<file path="src/rtl/change_dispenser_if.sv">
// Handshake bundle between the change source, the dispenser and the coin hopper.
// The dispenser takes the slave modport and the stimulus side takes the master modport.
interface change_dispenser_if;
    logic       start;
    logic [8:0] amount;
    logic [4:0] coinEmpty;
    logic       coinAck;
    logic       coinReq;
    logic [2:0] coinType;
    logic       busy;
    logic       done;
    logic       error;
    logic [8:0] shortfall;
    logic [7:0] coinCount;

    modport master (
        output start, amount, coinEmpty, coinAck,
        input  coinReq, coinType, busy, done, error, shortfall, coinCount
    );

    modport slave (
        input  start, amount, coinEmpty, coinAck,
        output coinReq, coinType, busy, done, error, shortfall, coinCount
    );
endinterface

</file>
<file path="src/rtl/change_dispenser.sv">
// Pays out a change amount as coins, largest denomination first, skipping empty hopper tubes.
// Unpayable remainders and hopper timeouts are reported as a shortfall.
module change_dispenser #(
    parameter int unsigned MAX_AMOUNT  = 500,
    parameter int unsigned ACK_TIMEOUT = 1000
) (
    input logic               clk,
    input logic               reset,
    change_dispenser_if.slave bus
);
    localparam int unsigned TimerW = (ACK_TIMEOUT > 2) ? $clog2(ACK_TIMEOUT) : 1;
    localparam logic [TimerW-1:0] TimerLast = TimerW'(ACK_TIMEOUT - 1);

    typedef enum logic [1:0] {StIdle, StSelect, StReq, StDone} state_e;

    state_e            state_q, state_d;
    logic [8:0]        remaining_q, remaining_d;
    logic [7:0]        count_q, count_d;
    logic [2:0]        type_q, type_d;
    logic [TimerW-1:0] timer_q, timer_d;
    logic [8:0]        shortfall_q;
    logic              error_q;

    logic       in_range;
    logic       found;
    logic [2:0] pick;

    function automatic logic [8:0] coin_value(input logic [2:0] idx);
        case (idx)
            3'd0:    return 9'd5;
            3'd1:    return 9'd10;
            3'd2:    return 9'd25;
            3'd3:    return 9'd50;
            default: return 9'd100;
        endcase
    endfunction

    assign in_range = 32'(bus.amount) <= MAX_AMOUNT;

    // Ascending scan: the last qualifying denomination is the largest one.
    always_comb begin
        found = 1'b0;
        pick  = 3'd0;
        for (int i = 0; i < 5; i++) begin
            if (!bus.coinEmpty[i] && coin_value(3'(i)) <= remaining_q) begin
                found = 1'b1;
                pick  = 3'(i);
            end
        end
    end

    always_comb begin
        state_d     = state_q;
        remaining_d = remaining_q;
        count_d     = count_q;
        type_d      = type_q;
        timer_d     = timer_q;
        unique case (state_q)
            StIdle: begin
                if (bus.start) begin
                    remaining_d = bus.amount;
                    count_d     = '0;
                    state_d     = in_range ? StSelect : StDone;
                end
            end
            StSelect: begin
                timer_d = '0;
                if (remaining_q == '0 || !found) begin
                    state_d = StDone;
                end else begin
                    type_d  = pick;
                    state_d = StReq;
                end
            end
            StReq: begin
                if (bus.coinAck) begin
                    remaining_d = remaining_q - coin_value(type_q);
                    count_d     = count_q + 8'd1;
                    state_d     = StSelect;
                end else if (timer_q == TimerLast) begin
                    state_d = StDone;
                end else begin
                    timer_d = timer_q + TimerW'(1);
                end
            end
            StDone:  state_d = StIdle;
            default: state_d = StIdle;
        endcase
    end

    always_ff @(posedge clk) begin
        if (reset) begin
            state_q     <= StIdle;
            remaining_q <= '0;
            count_q     <= '0;
            type_q      <= '0;
            timer_q     <= '0;
            shortfall_q <= '0;
            error_q     <= 1'b0;
        end else begin
            state_q     <= state_d;
            remaining_q <= remaining_d;
            count_q     <= count_d;
            type_q      <= type_d;
            timer_q     <= timer_d;
            // Result is captured on DONE entry so it is valid alongside the done pulse.
            if (state_d == StDone) begin
                shortfall_q <= remaining_d;
                error_q     <= (remaining_d != '0);
            end
        end
    end

    assign bus.coinReq   = (state_q == StReq);
    assign bus.coinType  = type_q;
    assign bus.busy      = (state_q != StIdle);
    assign bus.done      = (state_q == StDone);
    assign bus.error     = error_q;
    assign bus.shortfall = shortfall_q;
    assign bus.coinCount = count_q;
endmodule

</file>
<file path="src/flat_wrapper.sv">
// flat-port wrapper written by rule: the top's interface ports become plain ports
module change_dispenser_flat 
#(
    parameter int unsigned MAX_AMOUNT  = 500,
    parameter int unsigned ACK_TIMEOUT = 1000
)
  (clk, reset, bus_start, bus_amount, bus_coinEmpty, bus_coinAck, bus_coinReq, bus_coinType, bus_busy, bus_done, bus_error, bus_shortfall, bus_coinCount);
  change_dispenser_if bus_i ();
  input logic clk;
  input logic reset;
  input wire logic [$bits(bus_i.start)-1:0] bus_start;
  input wire logic [$bits(bus_i.amount)-1:0] bus_amount;
  input wire logic [$bits(bus_i.coinEmpty)-1:0] bus_coinEmpty;
  input wire logic [$bits(bus_i.coinAck)-1:0] bus_coinAck;
  output wire logic [$bits(bus_i.coinReq)-1:0] bus_coinReq;
  output wire logic [$bits(bus_i.coinType)-1:0] bus_coinType;
  output wire logic [$bits(bus_i.busy)-1:0] bus_busy;
  output wire logic [$bits(bus_i.done)-1:0] bus_done;
  output wire logic [$bits(bus_i.error)-1:0] bus_error;
  output wire logic [$bits(bus_i.shortfall)-1:0] bus_shortfall;
  output wire logic [$bits(bus_i.coinCount)-1:0] bus_coinCount;
  assign bus_i.start = bus_start;
  assign bus_i.amount = bus_amount;
  assign bus_i.coinEmpty = bus_coinEmpty;
  assign bus_i.coinAck = bus_coinAck;
  assign bus_coinReq = bus_i.coinReq;
  assign bus_coinType = bus_i.coinType;
  assign bus_busy = bus_i.busy;
  assign bus_done = bus_i.done;
  assign bus_error = bus_i.error;
  assign bus_shortfall = bus_i.shortfall;
  assign bus_coinCount = bus_i.coinCount;
  change_dispenser #(.MAX_AMOUNT(MAX_AMOUNT), .ACK_TIMEOUT(ACK_TIMEOUT)) u_core (.clk(clk), .reset(reset), .bus(bus_i));
endmodule
</file>
<file path="config.mk">
export PLATFORM = sky130hd
export DESIGN_NAME = change_dispenser_flat
export DESIGN_NICKNAME = d
export VERILOG_FILES = /design/src/rtl/change_dispenser_if.sv /design/src/rtl/change_dispenser.sv /design/src/flat_wrapper.sv
export SDC_FILE = /design/constraint.sdc
export NUM_CORES = 1
export LEC_CHECK = 0
export ABC_CLOCK_PERIOD_IN_PS = 5500
export CORE_MARGIN = 2
export CORE_UTILIZATION = 57
export DETAILED_ROUTE_END_ITERATION = 6
export GPL_TIMING_DRIVEN = 0
export PLACE_DENSITY_LB_ADDON = 0.12
export SYNTH_ARGS = -nofsm -noshare
export SYNTH_HDL_FRONTEND = slang
export SYNTH_SLANG_ARGS = --single-unit
</file>
<file path="constraint.sdc">
create_clock -name clk -period 5.5 [get_ports clk]
set_input_delay 1.1 -clock clk [delete_from_list [all_inputs] [get_ports clk]]
set_output_delay 1.1 -clock clk [all_outputs]
set_load 0.1 [all_outputs]
</file>
# == Word-level counts from Yosys, hierarchy flattened ==
# Cells that the tools add are included.
# classes
n_addsub,3
mul,0
div_mod_pow,0
order_cmp,6
n_eq_ne,12
shifts,0
mux,27
bitwise_logic,1
n_reduce_logical,22
# op_table
operator,count
$mux W9,4
$pmux W7 S4,1
$mux W10,2
$pmux W10 S2,1
$pmux W9 S2,1
$mux W8,2
$pmux W8 S2,1
$mux W2,6
$add A10 B1 Y10 const B,1
$eq A10 B10 Y1 const B,1
$le A3 B9 Y1 const A,1
$le A4 B9 Y1 const A,1
$le A5 B9 Y1 const A,1
$le A6 B9 Y1 const A,1
$le A7 B9 Y1 const A,1
$le A9 B9 Y1 const B,1
$logic_not A9 Y1,1
$reduce_bool A9 Y1,1
$sub A9 B9 Y9,1
$add A8 B1 Y8 const B,1
$ne A2 B2 Y1 const B,4
$pmux W2 S4,1
$mux W1,7
$eq A2 B2 Y1 const B,3
other kinds (13),26
# totals
register_bits,42
latch_bits,0
ramBits,0
romBits,0
input_bits,18
output_inout_bits,24
word_cells,78
mem_count,0

# == Longest topological paths before layout ==
# Gate-level depths: netlist of the first run.
# depth
depth_word,12
mapped_depth,10
ltp_nobuf,10

# == Worst setup path before layout of the first run ==
# OpenSTA, ideal clock, no wires.
# synth_path
path_type,reg-to-reg
from,register u_core.type_q[2] (netlist: u_core.bus.coinType[2])
to,register u_core.error_q (netlist: u_core.bus.error)
setup_time_ns,0.135
arrival_time_ns,2.897
t_required_ns,5.365
slack_ns,2.468
stages_incl_launch_ff,11
path_buffers,0
synth_period_minus_slack_ns,3.032
path_cell_list,dfxtp_1 inv_1 nand2_1 inv_1 fa_1 xor2_1 o2bb2ai_1 a2111oi_0 nand4b_1 nor4_1 a211oi_2
# synth_between
elab_chain_cells,8
elab_cells_between_ends,11
classes_between,add/sub (1); eq/ne (3); mux (5); reduce/logical (2)
# synth_rtl
item,line,rtl
"start, declared",change_dispenser.sv:19,"logic [2:0] type_q, type_d;"
"start signal, assigned",change_dispenser.sv:104,type_q <= type_d;
"$eq A3 B2 Y1, or another cell as far along",change_dispenser.sv:29,case (idx)
$pmux W7 S4 *,change_dispenser.sv:29,
$mux W9 *,change_dispenser.sv:76,if (bus.coinAck) begin
$mux W9 *,change_dispenser.sv:58,unique case (state_q)
$sub A9 B9 Y9 *,change_dispenser.sv:77,remaining_d = remaining_q - coin_value(type_q);
$mux W9 *,change_dispenser.sv:76,
$pmux W9 S2 *,change_dispenser.sv:58,
$reduce_bool A9 Y1 *,change_dispenser.sv:109,error_q <= (remaining_d != '0);
"end signal, assigned",change_dispenser.sv:109,
"end, declared",change_dispenser.sv:22,logic error_q;
# Every way passes the cells marked *; elsewhere a longest branch is shown, timed or not. The select of a mux whose other input is x is not followed.
# A chain may end at the register's enable or synchronous reset.

# == Worst setup path after layout of the first run ==
# layout_path
from,register u_core.state_q[1]
to,output bus_done
# layout_between
elab_chain_cells,1
# layout_rtl
item,line,rtl
"start, declared",change_dispenser.sv:16,"state_e state_q, state_d;"
"start signal, assigned",change_dispenser.sv:93,state_q <= StIdle;
"start signal, assigned",change_dispenser.sv:101,state_q <= state_d;
$eq A2 B2 Y1,change_dispenser.sv:117,assign bus.done = (state_q == StDone);
"end, declared",flat_wrapper.sv:18,output wire logic [$bits(bus_i.done)-1:0] bus_done;
# Every way passes these cells.

==> results of run 1 <==
[report_power, final]
group / total [uW] / switching [uW] / internal (uW)
Combinational: 399 / 265 / 134
Clock: 199 / 109 / 89.6
Sequential: 354 / 25.9 / 328
Total: 952 / 401 / 552
[worst min path at each step]
stage                                                 to  slack (ps)  depth (start not counted)
floorplan                 u_core.timer_q[1]$_SDFFE_PP0P_         470                          2
global placement          u_core.timer_q[1]$_SDFFE_PP0P_         480                          2
detailed placement  u_core.bus.coinCount[1]$_SDFFE_PP0P_         500                          2
CTS                 u_core.bus.coinCount[1]$_SDFFE_PP0P_         510                          2
global route        u_core.bus.shortfall[5]$_SDFFE_PP0N_         540                          2
finish              u_core.bus.coinCount[1]$_SDFFE_PP0P_         510                          2
[synth_stat cells, drive strengths merged, types with 2 or more instances]
library cell and n:
nor2b 9, nand3b 8, a2bb2oi 4, o21ai 12, nor2 47, nor3 12, inv 9, and3 5
xor2 9, or3 2, a211oi 10, o31ai 4, dfxtp 42, nand2 17, a21o 6, o31a 2
or2 5, xnor2 8, a21oi 26, buf 3, ha 10, clkbuf 9, o21a 3, nand2b 6
nor3b 3, a2111oi 2, nand4 5, nand3 9, or3b 3
[state kept, by name, indices dropped and copies added, names as in the netlist]
name,cells
u_core.timer_q,10
u_core.bus.shortfall,9
u_core.remaining_q,9
u_core.bus.coinCount,8
u_core.bus.coinType,3
u_core.state_q,2
u_core.bus.error,1
[stage by stage]
| step | utilization, % | setup WS, ps |
|---|---|---|
| final | 71.2 | 1770 |
| after global routing | 71.2 | 1640 |
| after CTS | 71.2 | 1780 |
| after detailed placement | 69.2 | 2120 |
| after global placement | 69.2 | 2110 |
| after floorplan | - | 2470 |
[cell type report]
class                   count  area [sq um]  share of cell area [%]
inverters                   9          33.8                    1.10
repair buffers             39           390                    12.8
multi-input cells         247          1590                    51.9
clock inverters             2          13.8                   0.450
clock buffers               6          72.6                    2.37
flip-flops and latches     42           841                    27.5
plain buffers              12          53.8                    1.76
well taps                  52          65.1                    2.13
[tightest hold or removal path, delay by kind of cell, from the launching register on]
family | cells | cell delay [ps]
flip-flops | 1 | 350
AND/OR/NAND/NOR | 1 | 70
AO/OA/AOI/OAI | 1 | 50
[routing by layer]
layer,up-vias,track usage (%)
met5,-,0
met4,0,5.98
li1,1205,-
met1,1139,33.5
met3,8,6.35
met2,65,43.1
[logic make-up (layout without fill, tap and decap cells)]
| family | count (synthesis) | after routing | synth area share [%] |
|---|---|---|---|
| AND/OR/NAND/NOR | 136 | 136 | 27.9 |
| AO/OA/AOI/OAI | 81 | 81 | 22.6 |
| flip-flops | 42 | 42 | 33.4 |
| buffers and inverters | 21 | 68 | 3.48 |
| XOR/XNOR | 17 | 17 | 5.92 |
| adder cells (fa/ha/maj) | 11 | 11 | 5.77 |
| multiplexers | 2 | 2 | 0.845 |
==> results by stage, run 1 <==
Floorplanning:
- The die span in y is 70.4 um.
- Pin placement for this block handled 42 I/O pins.
- In this run the standard cell core region covers 4290 sq um.
- The initial utilization of the core area, before any placement, comes to 58.6%.
- The area enclosed by the die boundary is between 4000 and 5000 sq um.
- The number of placement rows is 24.
- In this run the horizontal extent of the chip is approximately 70 um.

Drt:
- In the routed layout, each cell is associated on average with a via count of 5.91.
- The detailed router put a total of 2.92 mm of wire on met1.
- The length of routed met3 wiring is between 300 and 400 um.
- For this run, design rule violations remaining after detail routing come to 0.
- For this block, the via count after detailed routing is 2,417.
- The detail route stage leaves a number of antenna-violating nets equal to 0.
- The pre-antenna-repair detailed-routing pass consisted of 4 iterations.
- The detailed router's first-iteration violation count is 130.
- The uppermost layer routed is met4.
- The post-detailed-routing wire length is 6.27 mm.
- In the final routed layout, each cell accounts on average for 15.3 um.
- The routed design uses 2.92 mm of met2 wire.

Power:
- The cell leakage power is 0.00112 uW.
- The design draws about 950 uW.
- Power spread over the standard cell area amounts to 311 nW/um^2.
- The worst ir drop on vdd is 0.000283 V.

Clocking:
- Buffers added to address setup during post-CTS repair amount to 0.
- In this run the number of H-tree levels came out at 2.
- The number of gates resized after CTS is 0.
- Clock tree synthesis found a total of 42 sinks.
- Clock latency on the worst-skew pair, taken at its later pin, is 300 ps.
- Counting the buffers created by CTS gives 5.
- After clock tree synthesis, the clock-pin slew on the worst setup and hold paths is 80 ps.
- After clock tree synthesis, the flow added hold-fix buffers numbering 0.
- The cell chosen for the clock root is clkbuf_8.
- The TritonCTS clock tree is yes.
- The number of buffers on the longest clock path is 2.

Final layout:
- The count of antenna diodes in the layout is 0.
- The final-stage net count is 385.
- The post-route netlist has 7.00% of its cells at a drive strength greater than 1.
- The area of all placed cells without fillers is 3060 sq um.
- After the flow finishes, the layout carries non-filler instances totaling 409.
- After filler insertion, the fill cell instance count of the layout stands at 362.
- The top cell types in the final layout, fill and taps aside, are nor2_1, dfxtp_1, clkdlybuf4s50_1, a21oi_1, nand2_1.
- The library cell used most frequently in the layout, excluding fill and tap cells, is nor2_1.
- The area growth from synthesis to layout is 21.5%.

Timing:
- For the final routed database, the setup TNS stands at 0 ps.
- Setup repair after global routing left no endpoint under its margin.
- Setup violations remaining at the end of the flow were counted as 0.
- The fraction of the cycle the final worst path needs is about two thirds.
- For the pin with the worst max-slew slack, the measured transition is just under 1000 ps.
- The shortest period the worst path allows is 3730 ps.
- In this run the tightest slew margin relative to its limit is around a third.
- Final hold analysis gives a worst-case slack of between 500 and 600 ps.
- Based on the critical path, the design can be clocked at up to 0.268 GHz.
- The clock arrives with 6.76 ps of skew.
- The number of endpoints with negative hold slack in the final report is 0.
- The number of max-slew violations in the final report is 0.

Global routing:
- The final global-route overflow total is 0.
- The number of global-route vias before repair is 2,222.
- The global-route total usage across every layer is between 20 and 30%.
- The wire length of the first global-routing pass is 10.2 mm.
- The initial antenna violation count came to 0.
- The largest net degree at the start of global routing is 14.

Logic synthesis:
- Counting flops and latches in the post-synthesis netlist gives 42.
- In the synthesized netlist the async set-or-reset flop fraction comes to 0%.
- The number of instances in the synthesized netlist is 310.
- The number of enable-type register cells in the synthesized netlist is 0.
- Synthesis instantiated 54 different standard cells from the library.
- Dividing the synthesized area by the synthesized cell count gives ~8.1 sq um.
- Of all cell types, the one taking the most synthesized area is dfxtp_1.
- In the post-synthesis netlist, the biggest area contributors are dfxtp_1, nor2_1, a21oi_1.
- The count of warnings emitted by yosys is 0.
- The net count after synthesis is 339.
- The fraction of the yosys area taken by sequential cells is 33.4%.
- Of the post-synthesis cell area, the dominant cell type holds about a third.
- The most instantiated flip-flop cell in the synthesis netlist is dfxtp_1.
- The cell area after synthesis is 2520 sq um.

Setup path:
- Walking the worst path, the cells encountered are clkbuf_1, clkbuf_1, and2_1, clkdlybuf4s50_1.
- The worst register-to-register path begins at u_core.bus.coinType[0]$_SDFFE_PP0P_.
- The dominant cell type by count on the critical path is clkbuf_1.
- The endpoint of the worst setup timing path is bus_done.
- Data on the critical path arrives at its endpoint at 2630 ps.
- The worst register-to-register path has a depth of 9.
- On the critical path, the stage with the largest delay is an instance of clkdlybuf4s50_1.
- STA puts the critical path data required time at 4400 ps.
- On the critical path the largest part of the delay comes from buffers and inverters.
- Setup slack on the worst reg-to-reg path comes out at about 2800 ps.
- The critical path depth is 4.
- Tracing the worst setup path back leads to its startpoint at u_core.state_q[1]$_SDFF_PP0_.
- In this run the critical register-to-register path is captured at u_core.bus.error$_SDFFE_PP0N_.
- The worst setup path category is reg -> out.
- In this run the worst path has a maximum fanout of 10.
- The kind of end point of the critical path is a primary output.
- The critical path buffer and inverter count is 3.
- STA classifies the critical path startpoint as a flop.
- The peak per-stage delay on the critical path is ~1100 ps.

Outcome:
- The run finished with clean final reports.

Place:
- After detailed placement, the total cell area comes to 2970 sq um.
- Once detailed placement completed, the half-perimeter wirelength came to 4.82 mm.
- Counting tap cells, the placed design contains a total of 401 instances.
- In this run the tool buffered the top-level ports with 39 buffer cells.
- Routability-driven placement finished with a final weighted congestion of 1.03.

Flow run:
- Across the run, the number of max-cap violations was 0.

Min path:
- The path category of the worst min-delay check is reg -> reg.
- The launch point of the worst hold path is u_core.bus.coinCount[1]$_SDFFE_PP0P_.
Note: power is estimated with default switching activity, not from simulation.
==> inputs of run 2 (changes only) <==
Settings changed: ABC_CLOCK_PERIOD_IN_PS 5500 to 3200, CORE_UTILIZATION 57 to 48.
Clock period 5.5 ns to 3.2 ns, I/O delays scaled along.
==> run 2 against run 1 <==
Net effect:
- sequential power grew 72%
- clock skew grew 2.7 ps
- count of clock-buffer cells in the layout is the same
- die area grew 18%
- worst hold slack lost 13 ps
- total power grew 81%
- non-clock buffer count is the same
- cell area grew 1.5%
- clock power grew 120%
- worst setup slack lost 1500 ps
- register-to-register slack lost 2400 ps
- largest cell class unchanged
==> results by stage, run 2 (synthesized netlist as in run 1, its figures left out) <==
Global routing:
- Global routing used 22.0% of the available tracks across all layers.
- The wire length of the first global-routing pass is 10.3 mm.
- The number of global-route vias before repair was between 2,000 and 2,500.
- Summed over all layers, the global routing overflow is 0.
- The largest net degree at the start of global routing is 13.
- The initial antenna violation count is 0.

Floorplanning:
- Pin placement for this block handled 42 I/O pins.
- The die span in y is 76.4 um.
- The area enclosed by the die boundary is between 5000 and 6000 sq um.
- The initial standard-cell utilization of the core is 49.6%.
- The die is roughly 76 um wide.
- The number of placement rows is 26.
- The area inside the core boundary is 5070 sq um.

Place:
- Summed over all nets, the half-perimeter wirelength after detailed placement is 4.90 mm.
- The number of I/O port buffers is 39.
- The last weighted congestion value of the routability-driven placer is 0.866.

Timing:
- Setup violations remaining at the end of the flow were counted as 0.
- The achievable frequency is 0.336 GHz.
- At the pin with the least slew margin, the transition time is 1000 ps.
- The number of max-slew violations in the final report came to 0.
- Measured against its own limit, the worst slew margin works out to 32.9%.
- The sum of negative setup slack is 0 ps.
- Setup repair after global routing left no endpoint under its margin.
- The number of endpoints with negative hold slack in the final report was 0.
- The shortest period the worst path allows is 2980 ps.
- The final setup skew is 9.44 ps.
- The minimum hold slack is 493 ps.
- After layout, the worst path uses between 90 and 100% of the clock period.

Final layout:
- The count of antenna diodes in the layout is 0.
- The final-stage net count is 385.
- The area growth from synthesis to layout is 23.4%.
- The register with the most flip-flops in the layout has 10 of them.
- The filler cells instantiated in the layout total about 500.
- The most flop-heavy register is u_core.timer_q.
- The sequential cell area is 841 sq um.
- Leaving out fill and tap cells, the most frequent cell in the layout is nor2_1.
- Cells with a size suffix above 1 make up 7.02% of the layout.
- The multi-input gate area in the final layout is 1590 sq um.
- The top cell types in the final layout, fill and taps aside, are nor2_1, dfxtp_1, clkdlybuf4s50_1, a21oi_1, nand2_1.

Drt:
- In the detailed route, the total length drawn on met3 is 339 um.
- The detail route stage leaves a number of antenna-violating nets equal to 0.
- The routed length per instance is between 10 and 15 um.
- The first detailed-routing pass ran for 4 iterations.
- The detailed router's first-iteration violation count is 133.
- The DRC violations left is 0.
- Using the TritonRoute via totals, the vias-per-cell ratio works out to between 5 and 6.
- The met2 wire length is between 2 and 3 mm.
- The highest metal layer carrying signal wires in the routed design is met4.
- The routed layout has 2,305 vias.
- The post-detailed-routing wire length is 6.28 mm.
- The wire length on met1 is 3.06 mm.

Clocking:
- The clock sink count is 42.
- In this run, CTS created clock tree buffers numbering 5.
- The TritonCTS clock tree is yes.
- CTS built an H-tree with a depth of 2.
- The number of gates resized after CTS was 2.
- The longest clock path from root to sink contains 2 buffers.
- The number of setup buffers added after CTS is 0.
- The cell chosen for the clock root is clkbuf_8.
- The clock-pin transition on the worst setup and hold timing paths is 80 ps.
- The clock insertion delay at the later pin of the skew report is just under 300 ps.
- The number of buffers added to fix hold violations after cts is 0.

Setup path:
- The worst setup path is launched from a flop.
- Data arrives at the worst endpoint at around 2300 ps.
- Of all nets on the critical path, the largest fanout is 10.
- Setup slack on the worst reg-to-reg path comes out at 460 ps.
- The worst setup path category is reg -> out.
- For the worst setup path, the data required time is 2560 ps.
- The kind of end point of the critical path is a primary output.

Outcome:
- The run finished with clean final reports.

Power:
- IR analysis of the VDD net gives a maximum drop of 0.000397 V.
- For this design the ratio of total power to cell area is 556 nW/um^2.
- The cell leakage power is 0.00114 uW.

Min path:
- The path category of the worst min-delay check is reg -> reg.

Flow run:
- The max-cap check violation count is 0.
## run 2: cell types whose count changed in the layout (fill, tap and decap cells not counted)
| cell | previous run | this run |
|---|---|---|
| clkbuf_1 | 10 | 9 |
| clkdlybuf4s50_1 | 39 | 37 |
| dlygate4sd2_1 | 0 | 2 |
| clkinv_4 | 1 | 0 |
| clkbuf_8 | 5 | 6 |
| clkinv_2 | 1 | 0 |
| bufinv_16 | 0 | 1 |
## run 2: cell type report
type	count	area share, %
inverters	9	1.09
well taps	70	2.82
clock buffers	6	2.66
flip-flops and latches	42	27.1
plain buffers	12	1.73
clock inverters	1	0.967
repair buffers	39	12.5
multi-input cells	247	51.1
## run 2: worst max-delay path: stages, from the launching register on
cell           delay, ps
dfxtp_1              360
clkbuf_1             310
clkbuf_1             350
and2_1               180
dlygate4sd2_1        840
## run 2: power by group
group | total [uW] | internal (uW) | switching [uW]
Combinational | 681 | 228 | 453
Clock | 437 | 250 | 187
Sequential | 608 | 564 | 44.9
## run 2: routing by layer
| layer | global-route usage [%] | up-vias |
|---|---|---|
| met5 | 0 | - |
| met4 | 5.64 | 0 |
| met3 | 5.57 | 4 |
| met2 | 35.0 | 55 |
| met1 | 30.0 | 1039 |
| li1 | - | 1207 |
## run 2: metrics by stage
stage | instances | util, % | worst slack (ps) | total power, uW | instance area, sq um
2_1_floorplan | 310 | - | 168 | 1140 | 2520
3_3_place_gp | 419 | 59.0 | 287 | 1290 | 2990
3_5_place_dp | 419 | 59.0 | 289 | 1300 | 2990
4_1_cts | 426 | 61.2 | 224 | 1740 | 3100
5_1_grt | 426 | 61.2 | 104 | 1810 | 3100
6_report | 426 | 61.2 | 224 | 1730 | 3100
## run 2: worst paths after layout
kind	depth (start not counted)	endpoint	startpoint
min reg2reg	2	u_core.timer_q[1]$_SDFFE_PP0P_	u_core.timer_q[1]$_SDFFE_PP0P_
max	4	bus_done	u_core.state_q[1]$_SDFF_PP0_
max reg2reg	9	u_core.bus.error$_SDFFE_PP0N_	u_core.bus.coinType[0]$_SDFFE_PP0P_
min	2	u_core.timer_q[1]$_SDFFE_PP0P_	u_core.timer_q[1]$_SDFFE_PP0P_
